`src/rtl/mem_bridge_if.sv`:
```
// Bus bundle between the MEM stage, the data RAM and the peripheral bus.
// The bridge uses the slave view; whatever drives the pipeline/RAM/peripherals uses master.
interface mem_bridge_if;
  logic [31:0] addr;
  logic [3:0]  byteEn;
  logic [31:0] memWD;
  logic        rdReq;
  logic [31:0] memRD_orig;
  logic        stall;
  logic        busErr;
  logic [31:0] dm_addr;
  logic [3:0]  dm_we;
  logic [31:0] dm_wd;
  logic [31:0] dm_rd;
  logic [31:0] per_addr;
  logic        per_we;
  logic [31:0] per_wd;
  logic        per_req;
  logic        per_ack;
  logic [31:0] per_rd;

  modport slave (
    input  addr, byteEn, memWD, rdReq, dm_rd, per_ack, per_rd,
    output memRD_orig, stall, busErr, dm_addr, dm_we, dm_wd,
           per_addr, per_we, per_wd, per_req
  );

  modport master (
    output addr, byteEn, memWD, rdReq, dm_rd, per_ack, per_rd,
    input  memRD_orig, stall, busErr, dm_addr, dm_we, dm_wd,
           per_addr, per_we, per_wd, per_req
  );
endinterface

```
`src/rtl/mem_bridge.sv`:
```
// Routes MEM-stage accesses to data RAM or the peripheral bus and stalls while one is outstanding.
//   state    | meaning
//   IDLE     | sample request; DM stores complete here with no wait
//   DM_RD    | RAM read data valid, passed straight to memRD_orig
//   PER_WAIT | per_req held, counting cycles toward bus-error timeout
//   DONE     | present captured peripheral data (or 0 on error), release stall
module mem_bridge #(
  parameter logic [31:0] DM_LIMIT  = 32'h0000_2FFF,
  parameter logic [31:0] PER_BASE  = 32'h0000_7F00,
  parameter logic [31:0] PER_LIMIT = 32'h0000_7F3F,
  parameter int          TIMEOUT   = 16
) (
  input  logic         clk,
  input  logic         reset,
  mem_bridge_if.slave  bus
);

  localparam int CW = $clog2(TIMEOUT + 1);

  typedef enum logic [1:0] {IDLE, DM_RD, PER_WAIT, DONE} state_t;

  state_t        state;
  logic [CW-1:0] cnt;
  logic [31:0]   rd_hold;
  logic          per_req_q;
  logic          per_we_q;
  logic          bus_err_q;

  logic is_store, is_req, in_dm, in_per, be_full;

  assign is_store = |bus.byteEn;
  assign is_req   = is_store | bus.rdReq;
  assign in_dm    = bus.addr <= DM_LIMIT;
  assign in_per   = (bus.addr >= PER_BASE) && (bus.addr <= PER_LIMIT);
  assign be_full  = (bus.byteEn == 4'b0000) || (bus.byteEn == 4'b1111);

  assign bus.dm_addr  = {bus.addr[31:2], 2'b00};
  assign bus.dm_wd    = bus.memWD;
  assign bus.dm_we    = (state == IDLE && in_dm) ? bus.byteEn : 4'b0000;
  assign bus.per_addr = bus.addr;
  assign bus.per_wd   = bus.memWD;
  assign bus.per_req  = per_req_q;
  assign bus.per_we   = per_we_q;
  assign bus.busErr   = bus_err_q;

  // RAM data bypasses the holding register so a load costs only two cycles.
  assign bus.memRD_orig = (state == DM_RD) ? bus.dm_rd : rd_hold;

  always_comb begin
    bus.stall = 1'b0;
    case (state)
      IDLE:     bus.stall = is_req && !(in_dm && is_store);
      PER_WAIT: bus.stall = 1'b1;
      default:  bus.stall = 1'b0;
    endcase
  end

  always_ff @(posedge clk) begin
    if (reset) begin
      state     <= IDLE;
      cnt       <= '0;
      rd_hold   <= '0;
      per_req_q <= 1'b0;
      per_we_q  <= 1'b0;
      bus_err_q <= 1'b0;
    end else begin
      bus_err_q <= 1'b0;
      case (state)
        IDLE: begin
          if (is_req) begin
            if (in_dm) begin
              if (!is_store) state <= DM_RD;
            end else if (in_per && be_full) begin
              per_req_q <= 1'b1;
              per_we_q  <= is_store;
              cnt       <= '0;
              state     <= PER_WAIT;
            end else begin
              bus_err_q <= 1'b1;
              rd_hold   <= '0;
              state     <= DONE;
            end
          end
        end
        DM_RD: begin
          rd_hold <= bus.dm_rd;
          state   <= IDLE;
        end
        PER_WAIT: begin
          // An ack in the final counted cycle still completes normally.
          if (bus.per_ack) begin
            rd_hold   <= bus.per_rd;
            per_req_q <= 1'b0;
            per_we_q  <= 1'b0;
            state     <= DONE;
          end else if (cnt == CW'(TIMEOUT - 1)) begin
            rd_hold   <= '0;
            per_req_q <= 1'b0;
            per_we_q  <= 1'b0;
            bus_err_q <= 1'b1;
            state     <= DONE;
          end else begin
            cnt <= cnt + 1'b1;
          end
        end
        DONE: state <= IDLE;
      endcase
    end
  end

endmodule

```
`src/flat_wrapper.sv`:
```
// flat-port wrapper written by rule: the top's interface ports become plain ports
module mem_bridge_flat 
#(
  parameter logic [31:0] DM_LIMIT  = 32'h0000_2FFF,
  parameter logic [31:0] PER_BASE  = 32'h0000_7F00,
  parameter logic [31:0] PER_LIMIT = 32'h0000_7F3F,
  parameter int          TIMEOUT   = 16
)
  (clk, reset, bus_addr, bus_byteEn, bus_memWD, bus_rdReq, bus_dm_rd, bus_per_ack, bus_per_rd, bus_memRD_orig, bus_stall, bus_busErr, bus_dm_addr, bus_dm_we, bus_dm_wd, bus_per_addr, bus_per_we, bus_per_wd, bus_per_req);
  mem_bridge_if bus_i ();
  input  logic clk;
  input  logic reset;
  input wire logic [$bits(bus_i.addr)-1:0] bus_addr;
  input wire logic [$bits(bus_i.byteEn)-1:0] bus_byteEn;
  input wire logic [$bits(bus_i.memWD)-1:0] bus_memWD;
  input wire logic [$bits(bus_i.rdReq)-1:0] bus_rdReq;
  input wire logic [$bits(bus_i.dm_rd)-1:0] bus_dm_rd;
  input wire logic [$bits(bus_i.per_ack)-1:0] bus_per_ack;
  input wire logic [$bits(bus_i.per_rd)-1:0] bus_per_rd;
  output wire logic [$bits(bus_i.memRD_orig)-1:0] bus_memRD_orig;
  output wire logic [$bits(bus_i.stall)-1:0] bus_stall;
  output wire logic [$bits(bus_i.busErr)-1:0] bus_busErr;
  output wire logic [$bits(bus_i.dm_addr)-1:0] bus_dm_addr;
  output wire logic [$bits(bus_i.dm_we)-1:0] bus_dm_we;
  output wire logic [$bits(bus_i.dm_wd)-1:0] bus_dm_wd;
  output wire logic [$bits(bus_i.per_addr)-1:0] bus_per_addr;
  output wire logic [$bits(bus_i.per_we)-1:0] bus_per_we;
  output wire logic [$bits(bus_i.per_wd)-1:0] bus_per_wd;
  output wire logic [$bits(bus_i.per_req)-1:0] bus_per_req;
  assign bus_i.addr = bus_addr;
  assign bus_i.byteEn = bus_byteEn;
  assign bus_i.memWD = bus_memWD;
  assign bus_i.rdReq = bus_rdReq;
  assign bus_i.dm_rd = bus_dm_rd;
  assign bus_i.per_ack = bus_per_ack;
  assign bus_i.per_rd = bus_per_rd;
  assign bus_memRD_orig = bus_i.memRD_orig;
  assign bus_stall = bus_i.stall;
  assign bus_busErr = bus_i.busErr;
  assign bus_dm_addr = bus_i.dm_addr;
  assign bus_dm_we = bus_i.dm_we;
  assign bus_dm_wd = bus_i.dm_wd;
  assign bus_per_addr = bus_i.per_addr;
  assign bus_per_we = bus_i.per_we;
  assign bus_per_wd = bus_i.per_wd;
  assign bus_per_req = bus_i.per_req;
  mem_bridge #(.DM_LIMIT(DM_LIMIT), .PER_BASE(PER_BASE), .PER_LIMIT(PER_LIMIT), .TIMEOUT(TIMEOUT)) u_core (.clk(clk), .reset(reset), .bus(bus_i));
endmodule
```
`config.mk`:
```
export PLATFORM = sky130hd
export DESIGN_NAME = mem_bridge_flat
export DESIGN_NICKNAME = d
export VERILOG_FILES = /design/src/rtl/mem_bridge_if.sv /design/src/rtl/mem_bridge.sv /design/src/flat_wrapper.sv
export SDC_FILE = /design/constraint.sdc
export NUM_CORES = 1
export LEC_CHECK = 0
export CAP_MARGIN = 20
export CORE_MARGIN = 4
export CORE_UTILIZATION = 30
export DETAILED_ROUTE_END_ITERATION = 6
export DONT_BUFFER_PORTS = 1
export PLACE_DENSITY = 0.45
export SLEW_MARGIN = 20
export SYNTH_ARGS = -nofsm -noshare
export SYNTH_HDL_FRONTEND = slang
export SYNTH_SLANG_ARGS = --single-unit
```
`constraint.sdc`:
```
create_clock -name clk -period 1.96 [get_ports clk]
set_input_delay 0.196 -clock clk [delete_from_list [all_inputs] [get_ports clk]]
set_output_delay 0.196 -clock clk [all_outputs]
set_load 0.1 [all_outputs]
```
### After elaboration in Yosys (flattened, before gate mapping)

Index checks and enable logic that the tools add are counted.

* bits in registers: 42
* word-level logic and storage cells: 79
* bits of input ports: 136
* output and inout bits: 168

* multiplexer cells: 38
* add/subtract/negate cells: 1
* $lt $le $gt $ge: 3
* equal/unequal tests: 13
* reductions and logical operators: 17
* bitwise logic cells: 1

Operators by type and width (number)
* 2-to-1 mux 32 bit: 6
* case mux 32 bit (3 select lines): 1
* >= comparator 32 x 15 -> 1 bit (second input constant): 1
* less-or-equal comparator 32 x 14 -> 1 bit (second input constant): 1
* less-or-equal comparator 32 x 15 -> 1 bit (second input constant): 1
* 2-to-1 mux 5 bit: 5
* 2-to-1 mux 1 bit: 14
* 2-to-1 mux 2 bit: 5
* inequality test 2 bit (second input constant): 5
* case mux 5 bit (2 select lines): 1
* AND reduction 5 bit: 2
* case mux 1 bit (2 select lines): 4
* case mux 2 bit (3 select lines): 1
* AND reduction 6 bit: 1
* adder 5 x 1 -> 5 bit (second input constant): 1
* == test 5 x 4 -> 1 bit (second input constant): 1
* logical AND 1 bit: 5
* == test 2 bit (second input constant): 2
* == test 4 bit (second input constant): 1
* zero test 4 bit: 1
* 2-to-1 mux 4 bit: 1
* OR reduction 4 bit: 1
* inequality test 3 x 2 -> 1 bit (second input constant): 1
* inequality test 3 bit (second input constant): 1
* other kinds (10): 10

### Depth between registers and ports, before layout

* depth after elaboration: 7
* mapped depth: 9
* depth with buffers taken out: 8

### Worst setup path before layout

OpenSTA, ideal clock, no wires.

* path type: input port to output port
* start point: input port bus_addr[28]
* end point: output port bus_dm_we[0]
* data arrival time: 2068 ps
* stages on the path: 5
* required time: 1764 ps
* path buffers: 0
* setup slack: -304 ps
* cells stage by stage: or4_1 nor3_4 nand3_1 nor2_1 and2_1

* cells in the longest elaborated chain, start to end: 3

Ends and longest elaborated chain
* start: declaration: line flat_wrapper.sv:13 `input wire logic [$bits(bus_i.addr)-1:0] bus_addr;`
* less-or-equal comparator 32 x 14 -> 1 bit: line mem_bridge.sv:33 `assign in_dm = bus.addr <= DM_LIMIT;`
* logical AND 1 bit: line mem_bridge.sv:39 `assign bus.dm_we = (state == IDLE && in_dm) ? bus.byteEn : 4'b0000;`
* 2-to-1 mux 4 bit: line mem_bridge.sv:39
* end: declaration: line flat_wrapper.sv:24 `output wire logic [$bits(bus_i.dm_we)-1:0] bus_dm_we;`

Every way passes these cells.

### Final worst setup path

* start point: register u_core.state[1]
* end point: output port bus_memRD_orig[5]

* cells in the longest elaborated chain, start to end: 2

Ends and longest elaborated chain
* start: declaration: line mem_bridge.sv:22 `state_t state;`
* start signal: assignment: line mem_bridge.sv:60 `state <= IDLE;`
* start signal: assignment: line mem_bridge.sv:72 `if (!is_store) state <= DM_RD;`
* start signal: assignment: line mem_bridge.sv:77 `state <= PER_WAIT;`
* == test 2 x 1 -> 1 bit: line mem_bridge.sv:47 `assign bus.memRD_orig = (state == DM_RD) ? bus.dm_rd : rd_hold;`
* 2-to-1 mux 32 bit: line mem_bridge.sv:47
* end: declaration: line flat_wrapper.sv:20 `output wire logic [$bits(bus_i.memRD_orig)-1:0] bus_memRD_orig;`

Every way passes these cells.

==> flow_summary_export.csv <==
group,metric,value,unit
status,status,"finished, final reports clean",
floorplan,die_height,121,um
critical_path,worst-endpoint-required,1.76,ns
critical_path,cp-startpoint,"u_core.state[1]$_SDFFE_PP0P_",
layout,final_layout_size_suffix_gt1_share,38.0,%
sta,setup-tns-final,0,ns
layout,nNetsFinal,525,
yosys,yosysTopAreaCell,"buf_4",
layout,final_instance_count_excl_fillers,556,
floorplan,placementRows,41,
yosys,synthArstFlopShare,0,%
sta,finalSetupViolations,0,
yosys,ys.warnings.count,0,
power,clock_power_share,11.5,%
layout,antenna_cells,0,
clock_network,cts-buffers-inserted,5,
critical_path,critical_path.startpoint_type,"flip-flop",
critical_path,critPathBufInv,3,
critical_path,cp_slowest_cell,"mux2_2",
critical_path,critical_path.endpoint_type,"primary output",
sta,relSlewSlack,65.5,%
yosys,synthCells,467,
route,detail_route.wl_per_cell,19.0,um
placement,placed_cells_incl_taps,535,
sta,hold_ws,0.0893,ns
critical_path,crit_path_max_incr_delay,0.57,ns
route,vias,2964,
yosys,synth_sequential_area_ratio,21.9,%
global_route,maximum_number_of_pins_on_one_net_before_global_route_repair,37,
sta,min_period,1.91,ns
layout,stdcell_area,4250,um2
route,routed_wire_length,10.6,mm
power,net-switching-power,3740,uW
yosys,netlist-cell-type-count,48,
yosys,area_share_of_the_largest_cell_type_after_synthesis,25.0,%
sta,rsz0062_at_grt,"true",
floorplan,boundaryPins,304,
critical_path,crit-reg2reg-capture,"u_core.cnt[3]$_SDFFE_PP0P_",
critical_path,r2r-start,"u_core.cnt[1]$_SDFFE_PP0P_",
clock_network,h-tree-depth,2,
global_route,number_of_global_route_vias_before_repair,3062,
power,power.static_leakage,0.00157,uW
clock_network,clock_sink_count,42,
yosys,ys_ff_latch,42,
min_path,hold_path_class,"in2reg",
global_route,grt_first_pass_wirelength,16.3,mm
placement,detailed_place_hpwl,7.27,mm
power,p_per_area,1680,nW/um2
yosys,synth_enable_flop_cells,0,
route,dr.first_iter.drc_count,75,
floorplan,core,12600,um2
yosys,ys.flop_type,"dfxtp_1",
critical_path,worstSetupPathDepth,5,
yosys,yosys-top-cells-area,"buf_4 25%, dfxtp_1 22%, mux2_2 9.4%",
critical_path,ordered_cell_list_for_the_critical_path,"inv_1, buf_4, ha_4, buf_12, mux2_2",
critical_path,worst_setup_path_endpoint,"bus_memRD_orig[5]",
placement,port_buffers,0,
critical_path,worst_path_dominant_cell_family,"multiplexers",
sta,clock.fmax,524,MHz
critical_path,cp_data_arrival_time,1.71,ns
critical_path,category_of_the_critical_setup_timing_path,"reg2out",
layout,synthToLayoutAreaGrowth,10.6,%
floorplan,dieArea,14700,um2
yosys,post_synth.cell_area_avg,8.23,um2
global_route,grtUsageTotal,13.7,%
clock_network,path_clk_slew,0.06,ns
route,final_antenna_net_count,0,
floorplan,initial_core_util,30.6,%
critical_path,r2r_slack,0.08,ns
placement,dpl-instance-area,3790,um2
sta,clock_skew,0.00418,ns
clock_network,cts-root-buf,"clkbuf_16",
global_route,grt_antenna_before_repair,0,
power,seq_power_share,14.5,%
power,ir_worst_vdd,0.00109,V
critical_path,rr_worst_depth,8,
clock_network,clk_buf_depth,2,
power,fin_total_pwr,7130,uW
global_route,grt.overflow.total,0,
placement,gpl.final_weighted_congestion,0.756,
power,sw_frac_of_total,52.4,%
route,post-route-drc-count,0,
sta,min_period_over_period,97.3,%
power,power_frac_comb,73.9,%
clock_network,cts_tree,"done",
clock_network,worst_skew_pair_later_pin_latency,0.28,ns
sta,timing_worst_slew_pin_value,0.520,ns
yosys,synth.cell_area,3840,um2
critical_path,cp_max_fo,14,
flow_run,drv.max_cap_violation_count,0,
floorplan,die-width,121,um
route,dr.pass1.iters,4,
route,route.detailed.vias_per_inst,5.33,
sta,final_max_slew_violation_count,0,
sta,hold_viol,0,
power,internal_power,3390,uW
[power by group through the flow]
stage / Combinational, uW / Sequential (uW) / Clock, uW
after floorplan: 4470 / 1080 / 0
after global placement: 4640 / 1050 / 0
after detailed placement: 4650 / 1050 / 0
after CTS: 5150 / 1030 / 851
after global routing: 5540 / 1050 / 880
final: 5270 / 1040 / 822
[final cells by class]
type / instances / area (um2)
well taps: 172 / 215
repair buffers: 73 / 1050
flip-flops and latches: 42 / 843
clock inverters: 3 / 21.3
fillers: 1311 / 8320
multi-input cells: 255 / 1970
clock buffers: 5 / 125
inverters: 6 / 22.5
[flip-flops by register name, summed over array words and instances (netlist names)]
name                count
u_core.state            2
u_core.rd_hold         32
u_core.bus.per_we       1
u_core.cnt              5
u_core.bus.per_req      1
u_core.bus.busErr       1
[per-layer routing]
metal | part of all wire [%] | vias to the layer above | global-route usage, %
li1 | - | 1387 | -
met1 | 43 | 1410 | 17.6
met2 | 47 | 151 | 22.0
met3 | 9.2 | 16 | 5.41
met4 | 0.98 | 0 | 2.59
met5 | 0 | - | 0
[synth_stat cells (6+ instances only)]
cell type  instances
buf_4            128
and2_1             6
nor2_1             8
nand2_1            6
a21oi_1           42
nand4_1           35
ha_1               6
dfxtp_1           42
a22o_1            32
o21ai_1           13
o21ai_0           25
inv_1              6
clkbuf_1          24
mux2_2            32
[cells by family (layout without fill, tap and decap cells)]
kind of cell,after synthesis,count (layout),share of synthesized area (%)
AO/OA/AOI/OAI,129,129,22.5
AND/OR/NAND/NOR,83,83,13.2
other,1,2,0.0976
buffers and inverters,171,87,30.2
flip-flops,42,42,21.9
adder cells (fa/ha/maj),6,6,1.95
multiplexers,35,35,10.2
[stage by stage]
stage          setup WS (ns)  utilization (%)
2_1_floorplan        -0.0177                -
3_3_place_gp         -0.0223             30.2
3_5_place_dp         -0.0792             30.2
4_1_cts              0.00504             32.8
5_1_grt              -0.0142             33.8
6_report              0.0525             33.8
[worst min-delay path by stage]
stage	slack, ns	start	endpoint	cells after the start
3_5_place_dp	0.28	reset	u_core.rd_hold[6]$_SDFFE_PP0P_	1
2_1_floorplan	0.37	reset	u_core.bus.per_we$_SDFFE_PP0P_	2
5_1_grt	0.09	reset	u_core.cnt[1]$_SDFFE_PP0P_	2
3_3_place_gp	0.28	reset	u_core.rd_hold[9]$_SDFFE_PP0P_	1
6_report	0.09	reset	u_core.cnt[1]$_SDFFE_PP0P_	2
4_1_cts	0.08	reset	u_core.cnt[1]$_SDFFE_PP0P_	2
[repair_timing]
action	in CTS	in global routing
gates cloned	3	2
endpoints found under the setup margin	62	64
resized for setup	14	21
buffers inserted	3	5
pin swaps	4	12
hold buffers	2	0
hold endpoints to repair	36	0
[layout by cell type, fill, tap and decap left out, drive strengths merged, types with 2 or more instances in the layout]
cell,instances
dfxtp,42
nor2b,3
a2111oi,2
and2,6
mux2i,3
o21ai,39
clkinv,2
o2bb2ai,2
a22o,32
and3,2
conb,2
clkbuf,6
ha,6
nor3,2
or4,2
mux2,32
inv,6
nor4,4
a41o,3
nand4,35
nor3b,2
buf,70
nor2,8
nand2,6
a21oi,42
nand3,4
nand2b,4
a21o,2
(Power assumes the default switching activity.)
